==> src/rtl/fc_pkg.sv <==
`default_nettype none
// +--------------------------------------------------------------------------+
// | fc_pkg : shared types and helpers for the fully connected MAC sequencer   |
// | Rev 1.0                                                                   |
// +--------------------------------------------------------------------------+
package fc_pkg;

    typedef enum logic [1:0] {
        IDLE   = 2'd0,
        ACCUM  = 2'd1,
        WRITE  = 2'd2,
        FINISH = 2'd3
    } fc_state_e;

    localparam int FC_DATA_W = 16;
    localparam int FC_ACC_W  = 32;

    // Never returns less than 1 so single-entry memories still get a 1-bit address.
    function automatic int fc_clog2(input int n);
        int w;
        w = 1;
        while ((1 << w) < n) begin
            w = w + 1;
        end
        return w;
    endfunction

endpackage
`default_nettype wire

==> src/rtl/fc_mac_unit.sv <==
`default_nettype none
// +--------------------------------------------------------------------------+
// | fc_mac_unit : registered unsigned multiply-accumulate, clear and enable   |
// | Rev 1.0                                                                   |
// +--------------------------------------------------------------------------+
module fc_mac_unit
    import fc_pkg::*;
#(
    parameter int DATA_W = FC_DATA_W,
    parameter int ACC_W  = FC_ACC_W
) (
    input  logic              clk,
    input  logic              rst,
    input  logic              i_clear,
    input  logic              i_en,
    input  logic [DATA_W-1:0] i_a,
    input  logic [DATA_W-1:0] i_b,
    output logic [ACC_W-1:0]  o_acc_next
);

    logic [2*DATA_W-1:0] prod;
    logic [ACC_W-1:0]    acc_q;
    logic [ACC_W-1:0]    acc_d;

    assign prod = (2*DATA_W)'(i_a) * (2*DATA_W)'(i_b);

    always_comb begin
        acc_d = acc_q;
        if (i_clear) begin
            acc_d = '0;
        end else if (i_en) begin
            acc_d = acc_q + ACC_W'(prod);
        end
    end

    always_ff @(posedge clk or posedge rst) begin
        if (rst) begin
            acc_q <= '0;
        end else begin
            acc_q <= acc_d;
        end
    end

    // The sequencer needs the post-edge value to latch the result in the drain cycle.
    assign o_acc_next = acc_d;

endmodule
`default_nettype wire

==> src/rtl/fc_mac_sequencer.sv <==
`default_nettype none
// +--------------------------------------------------------------------------+
// | fc_mac_sequencer : time-multiplexed fully connected layer using one MAC   |
// | Rev 1.0                                                                   |
// +--------------------------------------------------------------------------+
module fc_mac_sequencer
    import fc_pkg::*;
#(
    parameter int IN_SIZE  = 120,
    parameter int OUT_SIZE = 10,
    parameter int DATA_W   = FC_DATA_W,
    parameter int ACC_W    = FC_ACC_W,
    localparam int IAW     = fc_clog2(IN_SIZE),
    localparam int WAW     = fc_clog2(IN_SIZE * OUT_SIZE),
    localparam int BAW     = fc_clog2(OUT_SIZE)
) (
    input  logic              clk,
    input  logic              rst,
    input  logic              start,
    output logic              busy,
    output logic              done,
    output logic              mem_rd_en,
    output logic [IAW-1:0]    in_addr,
    output logic [WAW-1:0]    w_addr,
    output logic [BAW-1:0]    b_addr,
    input  logic [DATA_W-1:0] in_data,
    input  logic [DATA_W-1:0] w_data,
    input  logic [DATA_W-1:0] b_data,
    output logic              out_valid,
    output logic [BAW-1:0]    out_idx,
    output logic [ACC_W-1:0]  out_data,
    input  logic              out_ready
);

    localparam int             JW     = fc_clog2(IN_SIZE + 1);
    localparam logic [JW-1:0]  J_END  = JW'(IN_SIZE);
    localparam logic [JW-1:0]  J_LAST = JW'(IN_SIZE - 1);
    localparam logic [BAW-1:0] I_LAST = BAW'(OUT_SIZE - 1);
    localparam logic [WAW-1:0] W_STEP = WAW'(OUT_SIZE);

    fc_state_e          state_q, state_d;
    logic [BAW-1:0]     i_q, i_d;
    logic [JW-1:0]      j_q, j_d;
    logic [WAW-1:0]     wp_q, wp_d;
    logic               iv_q, iv_d;
    logic               first_q, first_d;
    logic [DATA_W-1:0]  bias_q, bias_d;
    logic               out_valid_q, out_valid_d;
    logic [BAW-1:0]     out_idx_q, out_idx_d;
    logic [ACC_W-1:0]   out_data_q, out_data_d;

    logic               issue;
    logic               mac_clear;
    logic [BAW-1:0]     i_inc;
    logic [ACC_W-1:0]   acc_next;

    fc_mac_unit #(
        .DATA_W (DATA_W),
        .ACC_W  (ACC_W)
    ) u_mac (
        .clk        (clk),
        .rst        (rst),
        .i_clear    (mac_clear),
        .i_en       (iv_q),
        .i_a        (in_data),
        .i_b        (w_data),
        .o_acc_next (acc_next)
    );

    assign i_inc   = i_q + BAW'(1);
    assign iv_d    = issue;
    assign first_d = issue && (j_q == '0);
    // With IN_SIZE=1 the bias beat lands in the same cycle the result is latched.
    assign bias_d  = first_q ? b_data : bias_q;

    always_comb begin
        state_d     = state_q;
        i_d         = i_q;
        j_d         = j_q;
        wp_d        = wp_q;
        out_valid_d = out_valid_q;
        out_idx_d   = out_idx_q;
        out_data_d  = out_data_q;
        mac_clear   = 1'b0;
        issue       = 1'b0;
        case (state_q)
            IDLE: begin
                if (start) begin
                    state_d   = ACCUM;
                    i_d       = '0;
                    j_d       = '0;
                    wp_d      = '0;
                    mac_clear = 1'b1;
                end
            end
            ACCUM: begin
                if (j_q != J_END) begin
                    issue = 1'b1;
                    j_d   = j_q + JW'(1);
                    // Weight pointer stops at the last row so it never leaves the array.
                    if (j_q != J_LAST) begin
                        wp_d = wp_q + W_STEP;
                    end
                end else begin
                    state_d     = WRITE;
                    out_valid_d = 1'b1;
                    out_idx_d   = i_q;
                    out_data_d  = acc_next + ACC_W'(bias_d);
                end
            end
            WRITE: begin
                if (out_ready) begin
                    out_valid_d = 1'b0;
                    if (i_q == I_LAST) begin
                        state_d = FINISH;
                    end else begin
                        state_d   = ACCUM;
                        i_d       = i_inc;
                        j_d       = '0;
                        wp_d      = WAW'(i_inc);
                        mac_clear = 1'b1;
                    end
                end
            end
            FINISH: begin
                state_d = IDLE;
            end
            default: begin
                state_d = IDLE;
            end
        endcase
    end

    always_ff @(posedge clk or posedge rst) begin
        if (rst) begin
            state_q     <= IDLE;
            i_q         <= '0;
            j_q         <= '0;
            wp_q        <= '0;
            iv_q        <= 1'b0;
            first_q     <= 1'b0;
            bias_q      <= '0;
            out_valid_q <= 1'b0;
            out_idx_q   <= '0;
            out_data_q  <= '0;
        end else begin
            state_q     <= state_d;
            i_q         <= i_d;
            j_q         <= j_d;
            wp_q        <= wp_d;
            iv_q        <= iv_d;
            first_q     <= first_d;
            bias_q      <= bias_d;
            out_valid_q <= out_valid_d;
            out_idx_q   <= out_idx_d;
            out_data_q  <= out_data_d;
        end
    end

    assign busy      = (state_q != IDLE);
    assign done      = (state_q == FINISH);
    assign mem_rd_en = issue;
    assign in_addr   = issue ? IAW'(j_q) : '0;
    assign w_addr    = issue ? wp_q : '0;
    assign b_addr    = issue ? i_q : '0;
    assign out_valid = out_valid_q;
    assign out_idx   = out_idx_q;
    assign out_data  = out_data_q;

endmodule
`default_nettype wire

==> config.mk <==
export PLATFORM = sky130hd
export DESIGN_NAME = fc_mac_sequencer
export DESIGN_NICKNAME = d
export VERILOG_FILES = /design/src/rtl/fc_pkg.sv /design/src/rtl/fc_mac_unit.sv /design/src/rtl/fc_mac_sequencer.sv
export SDC_FILE = /design/constraint.sdc
export NUM_CORES = 1
export LEC_CHECK = 0
export CAP_MARGIN = 20
export CORE_MARGIN = 1.5
export CORE_UTILIZATION = 24
export DETAILED_ROUTE_END_ITERATION = 7
export SLEW_MARGIN = 10
export SYNTH_ARGS = -nofsm -noshare
export SYNTH_HDL_FRONTEND = slang
export SYNTH_SLANG_ARGS = --single-unit
export TNS_END_PERCENT = 50
==> constraint.sdc <==
create_clock -name clk -period 7.5 [get_ports clk]
set_clock_uncertainty 0.05 [all_clocks]
set_input_delay 1.125 -clock clk [delete_from_list [all_inputs] [get_ports clk]]
set_output_delay 1.125 -clock clk [all_outputs]
set_load 0.02 [all_outputs]
# [Yosys cells after proc, flatten, opt, wreduce, memory -nomap -nowiden]
# Index checks and enable logic that the tools add are counted.
[word_totals] regBits=111 in_bits=52 wordCells=78
[op_classes] mul=1 mux=35 add_sub_neg=5 n_eq_ne=12 n_bitwise=1 n_reduce_logical=13
[ops] operator="2-to-1 mux 11 bit" n=6
[ops] operator="2-to-1 mux 32 bit" n=2
[ops] operator="2-to-1 mux 7 bit" n=5
[ops] operator="case mux 11 bit (3 select lines)" n=1
[ops] operator="adder 32 x 16 -> 32 bit" n=1
[ops] operator="adder 32 bit" n=1
[ops] operator="multiplier 16 x 16 -> 32 bit" n=1
[ops] operator="case mux 7 bit (3 select lines)" n=1
[ops] operator="2-to-1 mux 16 bit" n=1
[ops] operator="2-to-1 mux 4 bit" n=4
[ops] operator="!= test 7 bit (second input constant)" n=2
[ops] operator="!= test 2 bit (second input constant)" n=6
[ops] operator="adder 11 x 4 -> 11 bit (second input constant)" n=1
[ops] operator="2-to-1 mux 2 bit" n=4
[ops] operator="case mux 2 bit (4 select lines)" n=1
[ops] operator="case mux 4 bit (2 select lines)" n=1
[ops] operator="adder 7 x 1 -> 7 bit (second input constant)" n=1
[ops] operator="logical NOT 7 bit" n=1
[ops] operator="2-to-1 mux 1 bit" n=7
[ops] operator="AND reduction 3 bit" n=2
[ops] operator="AND reduction 6 bit" n=1
[ops] operator="nonzero test 2 bit" n=3
[ops] operator="AND reduction 5 bit" n=1
[ops] operator="adder 4 x 1 -> 4 bit (second input constant)" n=1
[ops] operator="other kinds (10)" n=12

# [Logic depth before layout (Yosys ltp)]
[logic_depth] word_depth=6 ltp_mapped=32 ltp_nobuf=31

# [Cells and area by module]
# Synthesis repeated with hierarchy kept, for this count alone.
[hier_totals] cells_unflattened=1758 area_unflattened_um2=15508.6
[modules_own_cells] mod="fc_mac_unit" n_inst=1 area_per_inst_um2=10936.7 cells_each=1273 seq_area_each_um2=800.8
[modules_own_cells] mod="fc_mac_sequencer" n_inst=1 area_per_inst_um2=4571.9 cells_each=485 seq_area_each_um2=1976.9

# [Worst setup path before layout]
# No wires, ideal clock.
[synth_path] path_kind="input to register" start="input port in_data[11]" end="register out_data_q[31], in the netlist out_data[31]" path_slack_ns=-0.314 arrival_ns=7.682 cell_stages=27 setup_ns=0.082 path_cell_list="clkbuf_1 nand2_1 fa_1 fa_1 inv_1 fa_1 fa_1 fa_1 inv_1 fa_1 inv_1 ha_1 and2_1 a21boi_0 o21ai_0 xor2_1 mux2i_1 nor2_1 ha_1 o21ai_0 nand2b_1 o21ai_1 nor2_2 nand4_2 or4_4 or4_1 a31oi_1"
[synth_via] elab_chain_cells=5
[synth_lines] item="start, declared" line_no="fc_mac_sequencer.sv:26" rtl="input logic [DATA_W-1:0] in_data,"
[synth_lines] item="multiplier 16 x 16 -> 32 bit" line_no="fc_mac_unit.sv:25" rtl="assign prod = (2*DATA_W)'(i_a) * (2*DATA_W)'(i_b);"
[synth_lines] item="adder 32 bit" line_no="fc_mac_unit.sv:32" rtl="acc_d = acc_q + ACC_W'(prod);"
[synth_lines] item="2-to-1 mux 32 bit" line_no="fc_mac_unit.sv:31" rtl="end else if (i_en) begin"
[synth_lines] item="2-to-1 mux 32 bit" line_no="fc_mac_unit.sv:29" rtl="if (i_clear) begin"
[synth_lines] item="named net acc_next[14]" line_no="fc_mac_sequencer.sv:55" rtl="logic [ACC_W-1:0] acc_next;"
[synth_lines] item="adder 32 x 16 -> 32 bit" line_no="fc_mac_sequencer.sv:108" rtl="out_data_d = acc_next + ACC_W'(bias_d);"
[synth_lines] item="end signal, assigned" line_no="fc_mac_sequencer.sv:156" rtl="out_data_q <= out_data_d;"
[synth_lines] item="end, declared" line_no="fc_mac_sequencer.sv:50" rtl="logic [ACC_W-1:0] out_data_q, out_data_d;"
# The timed path passes the listed nets, and every way through them passes these cells.
# A chain may end at the register's enable or synchronous reset.

# [Final worst setup path]
[layout_path] start="input port in_data[7]" end="register out_data_q[31], in the netlist out_data[31]"
[layout_via] elab_chain_cells=5
[layout_lines] item="multiplier 16 x 16 -> 32 bit" line_no="fc_mac_unit.sv:25"
[layout_lines] item="adder 32 bit" line_no="fc_mac_unit.sv:32"
[layout_lines] item="2-to-1 mux 32 bit" line_no="fc_mac_unit.sv:31"
[layout_lines] item="2-to-1 mux 32 bit" line_no="fc_mac_unit.sv:29"
[layout_lines] item="adder 32 x 16 -> 32 bit" line_no="fc_mac_sequencer.sv:108"
# No other way between the ends.

==> impl_metrics.env <==
export IMPL_drv_slew=0
export IMPL_antenna_found_initial=0
export IMPL_yosys_top_cells_count="344 x inv_1, 259 x nand2_1, 226 x fa_1"
export IMPL_gp_congestion=0.877
export IMPL_worst_pin_slew_ns=0.968
export IMPL_tns_ns=-0.241
export IMPL_max_slew_margin_rel=0.355
export IMPL_die_y_um=258
export IMPL_crit_family="adder cells"
export IMPL_rows=93
export IMPL_worst_slack_ns=-0.205
export IMPL_drt_iter0_markers=653
export IMPL_diodes=0
export IMPL_r2r_end="out_data[31]"
export IMPL_syn_inst=1780
export IMPL_yosysTopAreaCell="fa_1"
export IMPL_endpoint="out_data[31]"
export IMPL_violations="negative setup slack"
export IMPL_cts_buffer_depth=2
export IMPL_synth_edff_count=0
export IMPL_yosys_register_bits=111
export IMPL_first_pass_iters=5
export IMPL_synth_flop_cell="dfrtp_1"
export IMPL_drc=0
export IMPL_cts_tree="yes"
export IMPL_cp_required_ns=7.74
export IMPL_post_route_period_util=1.03
export IMPL_fin_nets=2516
export IMPL_crit_buf_inv=7
export IMPL_cts_sinks=111
export IMPL_yosysWarnings=0
export IMPL_hold_buffers=0
export IMPL_clkTransAtPathRegs_ns=0.08
export IMPL_post_route_min_period_ns=7.70
export IMPL_dieArea_mm2=0.0664
export IMPL_ant_nets=0
export IMPL_drive_gt1_frac=0.221
export IMPL_worst_path_stages=25
export IMPL_vias=13102
export IMPL_grt_util_all_layers=0.140
export IMPL_root_buffer="clkbuf_16"
export IMPL_slowest_delay_ns=0.52
export IMPL_status="finished with violations"
export IMPL_die_w_um=258
export IMPL_crit_path_end_kind="register"
export IMPL_grt_max_degree=74
export IMPL_grt_pass1_vias=14215
export IMPL_grt_overflow=0
export IMPL_ys_types=72
export IMPL_rsz0062_at_grt="yes"
export IMPL_htreeDepth=3
export IMPL_rrSetupSlack_ns=1.22
export IMPL_wl_per_cell_um=15.1
export IMPL_cts_buffers=9
export IMPL_hold_viol_final=0
export IMPL_crit_fanout=8
export IMPL_whs_ns=0.438
export IMPL_dp_hpwl_mm=36.9
export IMPL_synth_top_area_frac=0.290
export IMPL_start_util=0.242
export IMPL_startpoint="in_data[7]"
export IMPL_clk_latency_ns=0.36
export IMPL_postSynthNetCount=2184
export IMPL_syn_mean_instance_area_um2=8.75
export IMPL_io_pins=114
export IMPL_place_ws_ns=-1.24
export IMPL_worstPathArrival_ns=7.94
export IMPL_synthTopCellsByArea="fa_1 29%, dfrtp_1 18%, ha_1 10%"
export IMPL_routed_wl_mm=45.0
export IMPL_max_cap_viol_count=0
export IMPL_path_common_cell="fa_1"
export IMPL_min_path_type="register to register"
export IMPL_ys_seq_area_frac=0.178
export IMPL_grt_pass1_wl_mm=75.6
export IMPL_critPathSlowestCell="or4_4"
export IMPL_r2r_cells=22
export IMPL_syn2layout_area_growth_pct=31.9
export IMPL_vias_per_cell=4.41
export IMPL_port_buffers=113
export IMPL_core_mm2=0.0643
export IMPL_async_reset_ff_frac=1.00
export IMPL_reg2reg_from="u_mac.acc_q[10]"
export IMPL_synth_most_common_cell="inv_1"
export IMPL_crit_path_start_kind="primary input"
export IMPL_criticalPathCategory="primary input to register"
export IMPL_syn_area_mm2=0.0156
export IMPL_max_freq_mhz=130
export IMPL_setup_violations=2
## sequential cells by signal (all words and copies together) (netlist names)
| register | cells |
|---|---|
| state_q | 2 |
| u_mac.acc_q | 32 |
| out_idx | 4 |
| iv_q | 1 |
| first_q | 1 |
| out_data | 32 |
| j_q | 7 |
| bias_q | 16 |
| out_valid | 1 |
| wp_q | 11 |
| i_q | 4 |
## cells by family (layout without fill, tap and decap cells)
kind of cell             after synthesis  in the layout  share of synthesized area
flip-flops                           111            111                      0.178
adder cells (fa/ha/maj)              352            352                      0.392
XOR/XNOR                              38             38                     0.0214
AND/OR/NAND/NOR                      581            581                      0.179
multiplexers                          34             34                     0.0232
buffers and inverters                411            748                      0.101
AO/OA/AOI/OAI                        253            253                      0.106
## layout by cell type (no fill, tap or decap), drive strengths merged, types with 5 or more instances in the layout
master,instances
and4,5
a211oi,17
nand3,18
a21o,14
o21ai,89
clkdlybuf4s15,7
inv,346
nor2b,5
buf,288
xnor2,20
mux2,17
xor2,18
o211ai,8
ha,126
o21bai,5
fa,226
or3,8
nand4,13
nand2b,12
o31ai,13
clkdlybuf4s50,82
dfrtp,111
nand2,259
and3,16
and2,132
nor2,75
clkbuf,16
a21oi,54
nor3,23
mux2i,17
a31oi,9
o21a,9
## worst min path at each step
stage / slack, ns / endpoint / start / depth (start not counted)
6_report: 0.44 / out_data[1] / out_data[1] / 2
5_1_grt: 0.46 / out_idx[0] / out_idx[0] / 2
2_1_floorplan: 0.41 / wp_q[9] / wp_q[9] / 1
3_5_place_dp: 0.41 / out_idx[0] / out_idx[0] / 2
3_3_place_gp: 0.41 / out_idx[0] / out_idx[0] / 2
4_1_cts: 0.44 / out_data[1] / out_data[1] / 2
## worst reg2reg max path: stages (launching register included)
cell and delay [ns]:
dfrtp_1 0.35, inv_1 0.10, fa_1 0.55, inv_1 0.06
fa_1 0.51, inv_1 0.06, fa_1 0.51, fa_1 0.50
inv_1 0.04, ha_1 0.30, a21oi_2 0.18, buf_4 0.13
o21ai_2 0.06, buf_4 0.13, buf_4 0.13, a221oi_4 0.33
a21oi_2 0.10, or3_1 0.39, a311oi_2 0.38, nand4_2 0.18
or4_4 0.46, or4_4 0.52, a31oi_4 0.18
## per-layer routing
metal | routed length, um | share of wire | track usage
met1 | 21000 | 0.47 | 0.194
met2 | 20600 | 0.46 | 0.226
met3 | 2770 | 0.062 | 0.0272
met4 | 684 | 0.015 | 0.0317
met5 | 0 | 0 | 0
## repair_timing
action / CTS / global route
cloned: 7 / 0
hold endpoints to repair: 0 / 0
resized for setup: 188 / 99
setup endpoints to repair: 17 / 14
pin swaps: 69 / 60
setup buffers: 24 / 12
## through the flow
stage | instance area (um2) | std cells | utilization
floorplan | 15700 | 1780 | -
global placement | 19300 | 2912 | 0.300
detailed placement | 19300 | 2913 | 0.300
CTS | 20200 | 2960 | 0.314
global route | 20500 | 2972 | 0.319
finish | 20500 | 2972 | 0.319
## cell type report
| cell class | count | area [um2] |
|---|---|---|
| clock buffer | 10 | 229 |
| clock inverter | 6 | 68.8 |
| fill | 6676 | 43800 |
| inverter | 345 | 1300 |
| multi-input combinational | 1258 | 11800 |
| sequential | 111 | 2780 |
| tap | 855 | 1070 |
| timing repair buffer | 387 | 3280 |
Power is left out: the tool's default activity adds up to more than one toggle a clock period on the data nets, which glitch-free logic cannot reach.
